### config.mk
export PLATFORM = sky130hd
export DESIGN_NAME = ir_line_tracker
export DESIGN_NICKNAME = d
export VERILOG_FILES = /design/src/rtl/ir_pkg.sv /design/src/rtl/ir_debounce.sv /design/src/rtl/ir_line_tracker.sv
export SDC_FILE = /design/constraint.sdc
export NUM_CORES = 1
export LEC_CHECK = 0
export ABC_AREA = 1
export BUFFER_PORTS_ARGS = -buffer_cell sky130_fd_sc_hd__clkbuf_2
export CAP_MARGIN = 20
export CORE_MARGIN = 4
export CORE_UTILIZATION = 35
export CTS_BUF_LIST = sky130_fd_sc_hd__clkbuf_2 sky130_fd_sc_hd__clkbuf_4 sky130_fd_sc_hd__clkbuf_8
export CTS_CLUSTER_DIAMETER = 80
export DETAILED_ROUTE_END_ITERATION = 10
export PLACE_DENSITY = 0.51
export SETUP_SLACK_MARGIN = 0.3
export SLEW_MARGIN = 40
export SYNTH_ARGS = -nofsm -noshare
export SYNTH_HDL_FRONTEND = slang
export SYNTH_HIERARCHICAL = 1
export SYNTH_SLANG_ARGS = --single-unit
### constraint.sdc
create_clock -name clk -period 3.5 [get_ports clk]
set_input_delay 0.35 -clock clk [delete_from_list [all_inputs] [get_ports clk]]
set_output_delay 0.35 -clock clk [all_outputs]
set_load 0.1 [all_outputs]
### src/rtl/ir_pkg.sv
// ---------------------------------------------------------------------------
// ir_pkg
// Shared constants, FSM state type and sensor weight helper for the
// infra-red line tracker (ir_line_tracker and its ir_debounce front end).
// ---------------------------------------------------------------------------
package ir_pkg;

    localparam int SENSOR_COUNT = 8;

    // Signed centroid range is -7..+7.
    localparam int POS_W = 5;

    // Weighted sum range is -16..+16 (four outer sensors on one side).
    localparam int SUM_W = 6;

    // Active-sensor count range is 0..8.
    localparam int CNT_W = 4;

    // Quotient never exceeds 7 (single outer sensor).
    localparam int QUO_W = 4;

    typedef enum logic [1:0] {
        ST_IDLE = 2'd0,
        ST_SCAN = 2'd1,
        ST_DIV  = 2'd2,
        ST_DONE = 2'd3
    } ir_state_e;

    // Sensor i carries weight 2*i - 7: -7, -5, -3, -1, +1, +3, +5, +7.
    function automatic logic signed [SUM_W-1:0] sensor_weight(input logic [2:0] idx);
        int w;
        w = 2 * int'(idx) - SENSOR_COUNT + 1;
        return w[SUM_W-1:0];
    endfunction

endpackage

### src/rtl/ir_debounce.sv
// ---------------------------------------------------------------------------
// ir_debounce
// Run-length filter on incoming sensor frames. A frame is committed on every
// strobe after which it has been seen FILTER_DEPTH times in a row.
//
// Ports
//   clk       in   system clock
//   rst_n     in   synchronous active-low reset
//   bits_i    in   raw sensor frame
//   valid_i   in   one-cycle strobe qualifying bits_i
//   commit_o  out  combinational commit strobe, high in the strobe cycle
//   frame_o   out  frame being committed (valid while commit_o is high)
// ---------------------------------------------------------------------------
module ir_debounce
    import ir_pkg::*;
#(
    parameter int FILTER_DEPTH = 3
) (
    input  logic                    clk,
    input  logic                    rst_n,
    input  logic [SENSOR_COUNT-1:0] bits_i,
    input  logic                    valid_i,
    output logic                    commit_o,
    output logic [SENSOR_COUNT-1:0] frame_o
);

    localparam logic [3:0] DEPTH = 4'(FILTER_DEPTH);

    logic [SENSOR_COUNT-1:0] last_raw_q;
    logic [3:0]              run_cnt_q;
    logic [3:0]              run_cnt_d;

    always_comb begin
        run_cnt_d = run_cnt_q;
        if (valid_i) begin
            if (bits_i == last_raw_q) begin
                run_cnt_d = (run_cnt_q >= DEPTH) ? DEPTH : run_cnt_q + 4'd1;
            end else begin
                run_cnt_d = 4'd1;
            end
        end
    end

    // Commit is decided from the post-strobe run length, so a saturated run
    // commits again on every further identical strobe.
    assign commit_o = valid_i && (run_cnt_d == DEPTH);

    // On a commit the new last_raw value always equals the incoming frame.
    assign frame_o  = bits_i;

    always_ff @(posedge clk) begin
        if (!rst_n) begin
            last_raw_q <= '0;
            run_cnt_q  <= '0;
        end else if (valid_i) begin
            last_raw_q <= bits_i;
            run_cnt_q  <= run_cnt_d;
        end
    end

endmodule

### src/rtl/ir_line_tracker.sv
// ---------------------------------------------------------------------------
// ir_line_tracker
// Turns debounced 8-bit IR sensor frames into a signed line position
// (centroid of active sensor weights), an active-sensor count and a
// line-lost flag. Each committed frame is scanned serially (8 cycles) and
// divided by repeated subtraction, then published with a one-cycle
// result_valid pulse.
//
// Ports
//   clk           in   system clock
//   rst_n         in   synchronous active-low reset
//   ir_bits       in   sensor frame, bit i = sensor i, 1 = line seen
//   ir_valid      in   one-cycle strobe for ir_bits
//   filtered      out  last committed frame
//   position      out  signed centroid -7..+7
//   active_cnt    out  number of set bits in the processed frame
//   line_lost     out  LOST_TIMEOUT consecutive empty results seen
//   result_valid  out  one-cycle pulse, outputs updated on the same edge
//   busy          out  FSM not idle
// ---------------------------------------------------------------------------
module ir_line_tracker
    import ir_pkg::*;
#(
    parameter int FILTER_DEPTH = 3,
    parameter int LOST_TIMEOUT = 50
) (
    input  logic                    clk,
    input  logic                    rst_n,
    input  logic [SENSOR_COUNT-1:0] ir_bits,
    input  logic                    ir_valid,
    output logic [SENSOR_COUNT-1:0] filtered,
    output logic signed [POS_W-1:0] position,
    output logic [CNT_W-1:0]        active_cnt,
    output logic                    line_lost,
    output logic                    result_valid,
    output logic                    busy
);

    localparam logic [7:0] LOST_LIM = 8'(LOST_TIMEOUT);

    // ---------------- debounce front end ----------------
    logic                    commit;
    logic [SENSOR_COUNT-1:0] commit_frame;

    ir_debounce #(
        .FILTER_DEPTH (FILTER_DEPTH)
    ) u_debounce (
        .clk      (clk),
        .rst_n    (rst_n),
        .bits_i   (ir_bits),
        .valid_i  (ir_valid),
        .commit_o (commit),
        .frame_o  (commit_frame)
    );

    // ---------------- control state ----------------
    ir_state_e               state_q;
    logic                    pending_q;
    logic                    busy_q;
    logic [SENSOR_COUNT-1:0] filtered_q;
    logic signed [POS_W-1:0] position_q;
    logic [CNT_W-1:0]        active_cnt_q;
    logic                    line_lost_q;
    logic                    result_valid_q;
    logic [7:0]              empty_q;

    // ---------------- datapath state ----------------
    logic [SENSOR_COUNT-1:0] scan_q;
    logic [2:0]              idx_q;
    logic signed [SUM_W-1:0] sum_q;
    logic [CNT_W-1:0]        cnt_q;
    logic [SUM_W-1:0]        rem_q;
    logic [QUO_W-1:0]        quo_q;
    logic                    neg_q;

    // ---------------- combinational helpers ----------------
    logic                    bit_on;
    logic signed [SUM_W-1:0] sum_d;
    logic [CNT_W-1:0]        cnt_d;
    logic signed [SUM_W-1:0] sum_abs_d;
    logic                    restart;
    logic [SENSOR_COUNT-1:0] start_frame;
    logic signed [POS_W-1:0] quo_s;
    logic [7:0]              empty_d;

    always_comb begin
        bit_on    = scan_q[idx_q];
        sum_d     = sum_q + (bit_on ? sensor_weight(idx_q) : '0);
        cnt_d     = cnt_q + {{(CNT_W-1){1'b0}}, bit_on};
        sum_abs_d = sum_d[SUM_W-1] ? -sum_d : sum_d;
        // A commit landing in the DONE cycle is folded into the restart so it
        // is not lost when the FSM would otherwise drop back to IDLE.
        restart     = pending_q || commit;
        start_frame = commit ? commit_frame : filtered_q;
        quo_s       = signed'({1'b0, quo_q});
        empty_d     = (empty_q >= LOST_LIM) ? LOST_LIM : empty_q + 8'd1;
    end

    // ---------------- FSM and registered outputs ----------------
    always_ff @(posedge clk) begin
        if (!rst_n) begin
            state_q        <= ST_IDLE;
            pending_q      <= 1'b0;
            busy_q         <= 1'b0;
            filtered_q     <= '0;
            position_q     <= '0;
            active_cnt_q   <= '0;
            line_lost_q    <= 1'b0;
            result_valid_q <= 1'b0;
            empty_q        <= '0;
        end else begin
            result_valid_q <= 1'b0;

            // filtered tracks every commit, even while a frame is in flight.
            if (commit) begin
                filtered_q <= commit_frame;
            end

            case (state_q)
                ST_IDLE: begin
                    if (commit) begin
                        state_q <= ST_SCAN;
                        busy_q  <= 1'b1;
                    end
                end

                ST_SCAN: begin
                    if (commit) begin
                        pending_q <= 1'b1;
                    end
                    if (idx_q == 3'd7) begin
                        state_q <= (cnt_d != '0) ? ST_DIV : ST_DONE;
                    end
                end

                ST_DIV: begin
                    if (commit) begin
                        pending_q <= 1'b1;
                    end
                    if (rem_q < {{(SUM_W-CNT_W){1'b0}}, cnt_q}) begin
                        state_q <= ST_DONE;
                    end
                end

                ST_DONE: begin
                    result_valid_q <= 1'b1;
                    active_cnt_q   <= cnt_q;
                    if (cnt_q != '0) begin
                        position_q  <= neg_q ? -quo_s : quo_s;
                        empty_q     <= '0;
                        line_lost_q <= 1'b0;
                    end else begin
                        // Empty frame: position holds its last valid value.
                        empty_q     <= empty_d;
                        line_lost_q <= (empty_d == LOST_LIM);
                    end
                    pending_q <= 1'b0;
                    if (restart) begin
                        state_q <= ST_SCAN;
                    end else begin
                        state_q <= ST_IDLE;
                        busy_q  <= 1'b0;
                    end
                end

                default: begin
                    state_q <= ST_IDLE;
                    busy_q  <= 1'b0;
                end
            endcase
        end
    end

    // ---------------- scan / divide datapath ----------------
    // Datapath registers are always loaded before use, so they carry no reset.
    always_ff @(posedge clk) begin
        case (state_q)
            ST_IDLE: begin
                if (commit) begin
                    scan_q <= commit_frame;
                    sum_q  <= '0;
                    cnt_q  <= '0;
                    idx_q  <= '0;
                end
            end

            ST_SCAN: begin
                sum_q <= sum_d;
                cnt_q <= cnt_d;
                idx_q <= idx_q + 3'd1;
                // Load the divider from the final sum in the same edge that
                // consumes sensor 7, so DIV starts on the very next cycle.
                if (idx_q == 3'd7) begin
                    rem_q <= sum_abs_d;
                    quo_q <= '0;
                    neg_q <= sum_d[SUM_W-1];
                end
            end

            ST_DIV: begin
                if (rem_q >= {{(SUM_W-CNT_W){1'b0}}, cnt_q}) begin
                    rem_q <= rem_q - {{(SUM_W-CNT_W){1'b0}}, cnt_q};
                    quo_q <= quo_q + {{(QUO_W-1){1'b0}}, 1'b1};
                end
            end

            ST_DONE: begin
                if (restart) begin
                    scan_q <= start_frame;
                    sum_q  <= '0;
                    cnt_q  <= '0;
                    idx_q  <= '0;
                end
            end

            default: begin
            end
        endcase
    end

    assign filtered     = filtered_q;
    assign position     = position_q;
    assign active_cnt   = active_cnt_q;
    assign line_lost    = line_lost_q;
    assign result_valid = result_valid_q;
    assign busy         = busy_q;

endmodule
==> results by group <==
Status
  • Outcome: completed

Critical path
  • Worst Setup Start Kind: flip-flop
  • Critical path data required time: 3600 ps
  • Crit path arrival time: roughly 3000 ps
  • Worst setup EP type: flip-flop
  • CP Class: reg2reg
  • Critical path peak fanout: 7

Logic synthesis
  • Yosys cell types: 33
  • Leading area contributor after synthesis: edfxtp_1
  • Top-area cell type share of the netlist area: 23.00%
  • Post-synth ARST share: 0%
  • Most frequent cell after synthesis: nand2_1
  • Area contributors post-synth: edfxtp_1, dfxtp_1, nand2_1
  • Post-Syn Nets: 567
  • Post-synth EDFFs: 32
  • Yosys reg bits: 75
  • Post-Synthesis Cells: 530
  • Top cells by count, synth: nand2_1, inv_1, nor2_1, dfxtp_1
  • Mapped Area: ~4200 um^2
  • Top FF cell, synth: dfxtp_1
  • Syn_area_per_cell: 7.883 um^2
  • Post-synthesis sequential area ratio: 43.61%
  • Synth warn: 6

Layout
  • Final nets: approximately 600
  • Area growth, synth to finish: 10.75%
  • Sequential cell area: 1822 um^2
  • Filler cell count in the final layout: about 1200
  • Diodes inserted: 0
  • Multi-input combinational cell area: a little under 2000 um^2
  • Share of cells above drive strength 1: 13.39%
  • Fin util: ~40%

STA
  • FMAX: 343.9 MHz
  • Final Max Tran Viols: 0
  • Final WS setup: between 500 and 600 ps
  • Max-slew headroom: 52.87%
  • Setup TNS: 0 ps
  • Final Setup Violations: 0
  • Final Cycle Share: approximately 83%
  • Min Hold Slack: approximately 280 ps
  • RSZ-0062 raised after global routing: false
  • Final Hold Fails: 0
  • Final Skew: about 14 ps
  • Final Critical Period: between 2000 and 3000 ps
  • Worst-margin pin slew: 706.2 ps

Clock network
  • Clock Root Buffer: clkbuf_8
  • Post_cts resized: 0
  • Post-CTS Setup Repair Bufs: 0
  • H-tree depth: 3
  • Clock buffer depth: 2
  • CTS tree: done
  • Clock Sinks: 75
  • Num CTS Buffers: 9
  • Clk_lat worst skew: between 300 and 400 ps
  • Worst-path clk slew: 70 ps
  • Hold-fix buffer count after cts: 0

Placed design
  • IO buf count: 30
  • Estimated wirelength of the detail-placed design: about 6500 um
  • Post-Place Setup Slack: 552.3 ps
  • GPL Wtd Cong: roughly 0.80

Global route
  • Grt ovf: 0
  • Initial antenna violation count: 0
  • Met3 usage: 3.393%
  • Total GRT Usage: between 10% and 20%
  • First-pass GRT wire length: around 15000 um
  • Vias in the first global route: between 3000 and 4000
  • Met2 GRT Util: a little under a quarter
  • Largest net degree at the start of global routing: 31
  • Met1 global-route usage: between 10% and 20%
  • Global route hottest layer: met2

Route
  • Wire per inst: roughly 12 um
  • Iter 0 DRT Violations: roughly 160
  • Final ANT Viol Nets: 0
  • DR vias: 3360
  • Post-Route WL: 8682 um
  • DRC errors left: 0
  • Detailed Routing Iterations Pass 1: 4
  • Number of vias per cell: roughly 4.8

Floorplanning
  • Num rows: 39
  • Die area: 13750 um^2
  • Die Wd: 117.3 um
  • Top Ports: 31
  • Core ar.: ~12000 um^2
  • Die span in y: approximately 120 um
  • Initial core utilization: a little over a third

Power and ir drop
  • PwrDens: roughly 900 nW/um^2
  • Pleak: around 0.0022 uW
  • VDD IR max: ~0.24 mV
  • Overall Power: just over 4000 uW

Job
  • Max-Cap Viols: 0

Worst hold path
  • Worst hold path class: in2reg
[worst paths after layout]
| path | from | to | slack, ps | cells after the start |
|---|---|---|---|---|
| worst min-delay path | ir_bits[7] | u_debounce/last_raw_q[7] | 280 | 3 |
| worst max-delay path | idx_q[0] | rem_q[4] | 590 | 18 |
| worst min register to register | empty_q[7] | empty_q[7] | 440 | 2 |
| worst max register to register | idx_q[0] | rem_q[4] | 590 | 18 |
[state kept, by name, indices dropped and copies added, names as in the netlist, 3 cells and up]
signal,flops
empty_q,8
filtered,8
scan_q,8
u_debounce/last_raw_q,8
rem_q,6
sum_q,6
position,5
active_cnt,4
cnt_q,4
quo_q,4
u_debounce/run_cnt_q,4
idx_q,3
[power breakdown]
part / switching (uW) / internal (uW)
sequential: 128 / 1190
combinational: 1360 / 712
clock: 315 / 341
[critical path, cell delays in order (launching register included)]
cell and delay [ps]:
edfxtp_1 490, inv_2 140, nand2_1 60, a221o_1 340, nand2_1 100, inv_1 70
nor2_2 130, fa_1 480, inv_1 120, ha_1 140, inv_1 50, nor2_1 140
nand3_1 90, nand2_1 60, nand2_1 50, nand3_1 60, nand2_1 50, nand2_1 50
nand2_1 50
[per-stage QoR]
step / instance area (um^2) / instances
floorplan: 4178 / 530
detailed placement: 4431 / 687
finish: 4627 / 703
global placement: 4431 / 687
global route: 4627 / 703
CTS: 4624 / 703
[metal layers]
metal	share of wire, %	vias to the layer above
met3	4.2	9
li1	-	1763
met1	48	1535
met4	1.4	0
met2	47	53
met5	0	-
[cell usage in the layout (no fill, tap or decap), types with 12 or more instances in the layout]
cell type	count
a21oi_1	35
clkbuf_2	30
clkbuf_8	12
dfxtp_1	43
edfxtp_1	32
ha_1	24
inv_1	72
nand2_1	110
nand3_1	33
nor2_1	58
o21ai_0	35
[area by class of cell]
cell class                      instances  share of cell area [%]
Clock inverter                          1                  0.1352
Clock buffer                           15                   4.056
Tap cell                              143                   3.867
Sequential cell                        75                   39.37
Timing Repair Buffer                   34                   3.894
Inverter                               78                   6.328
Multi-Input combinational cell        357                   42.35
[kinds of logic (layout without fill, tap and decap cells)]
group,after synthesis,in the layout,share of synthesized area [%]
adders and majority gates,26,26,8.146
DFF,75,75,43.61
muxes,8,8,1.917
xor gates and xnor gates,9,9,1.887
AOI/OAI and AO/OA,80,80,9.943
and+or+nand+nor,234,234,24.83
buffers and inverters,98,128,9.673
No activity file was read; power rests on OpenSTA's default activity.
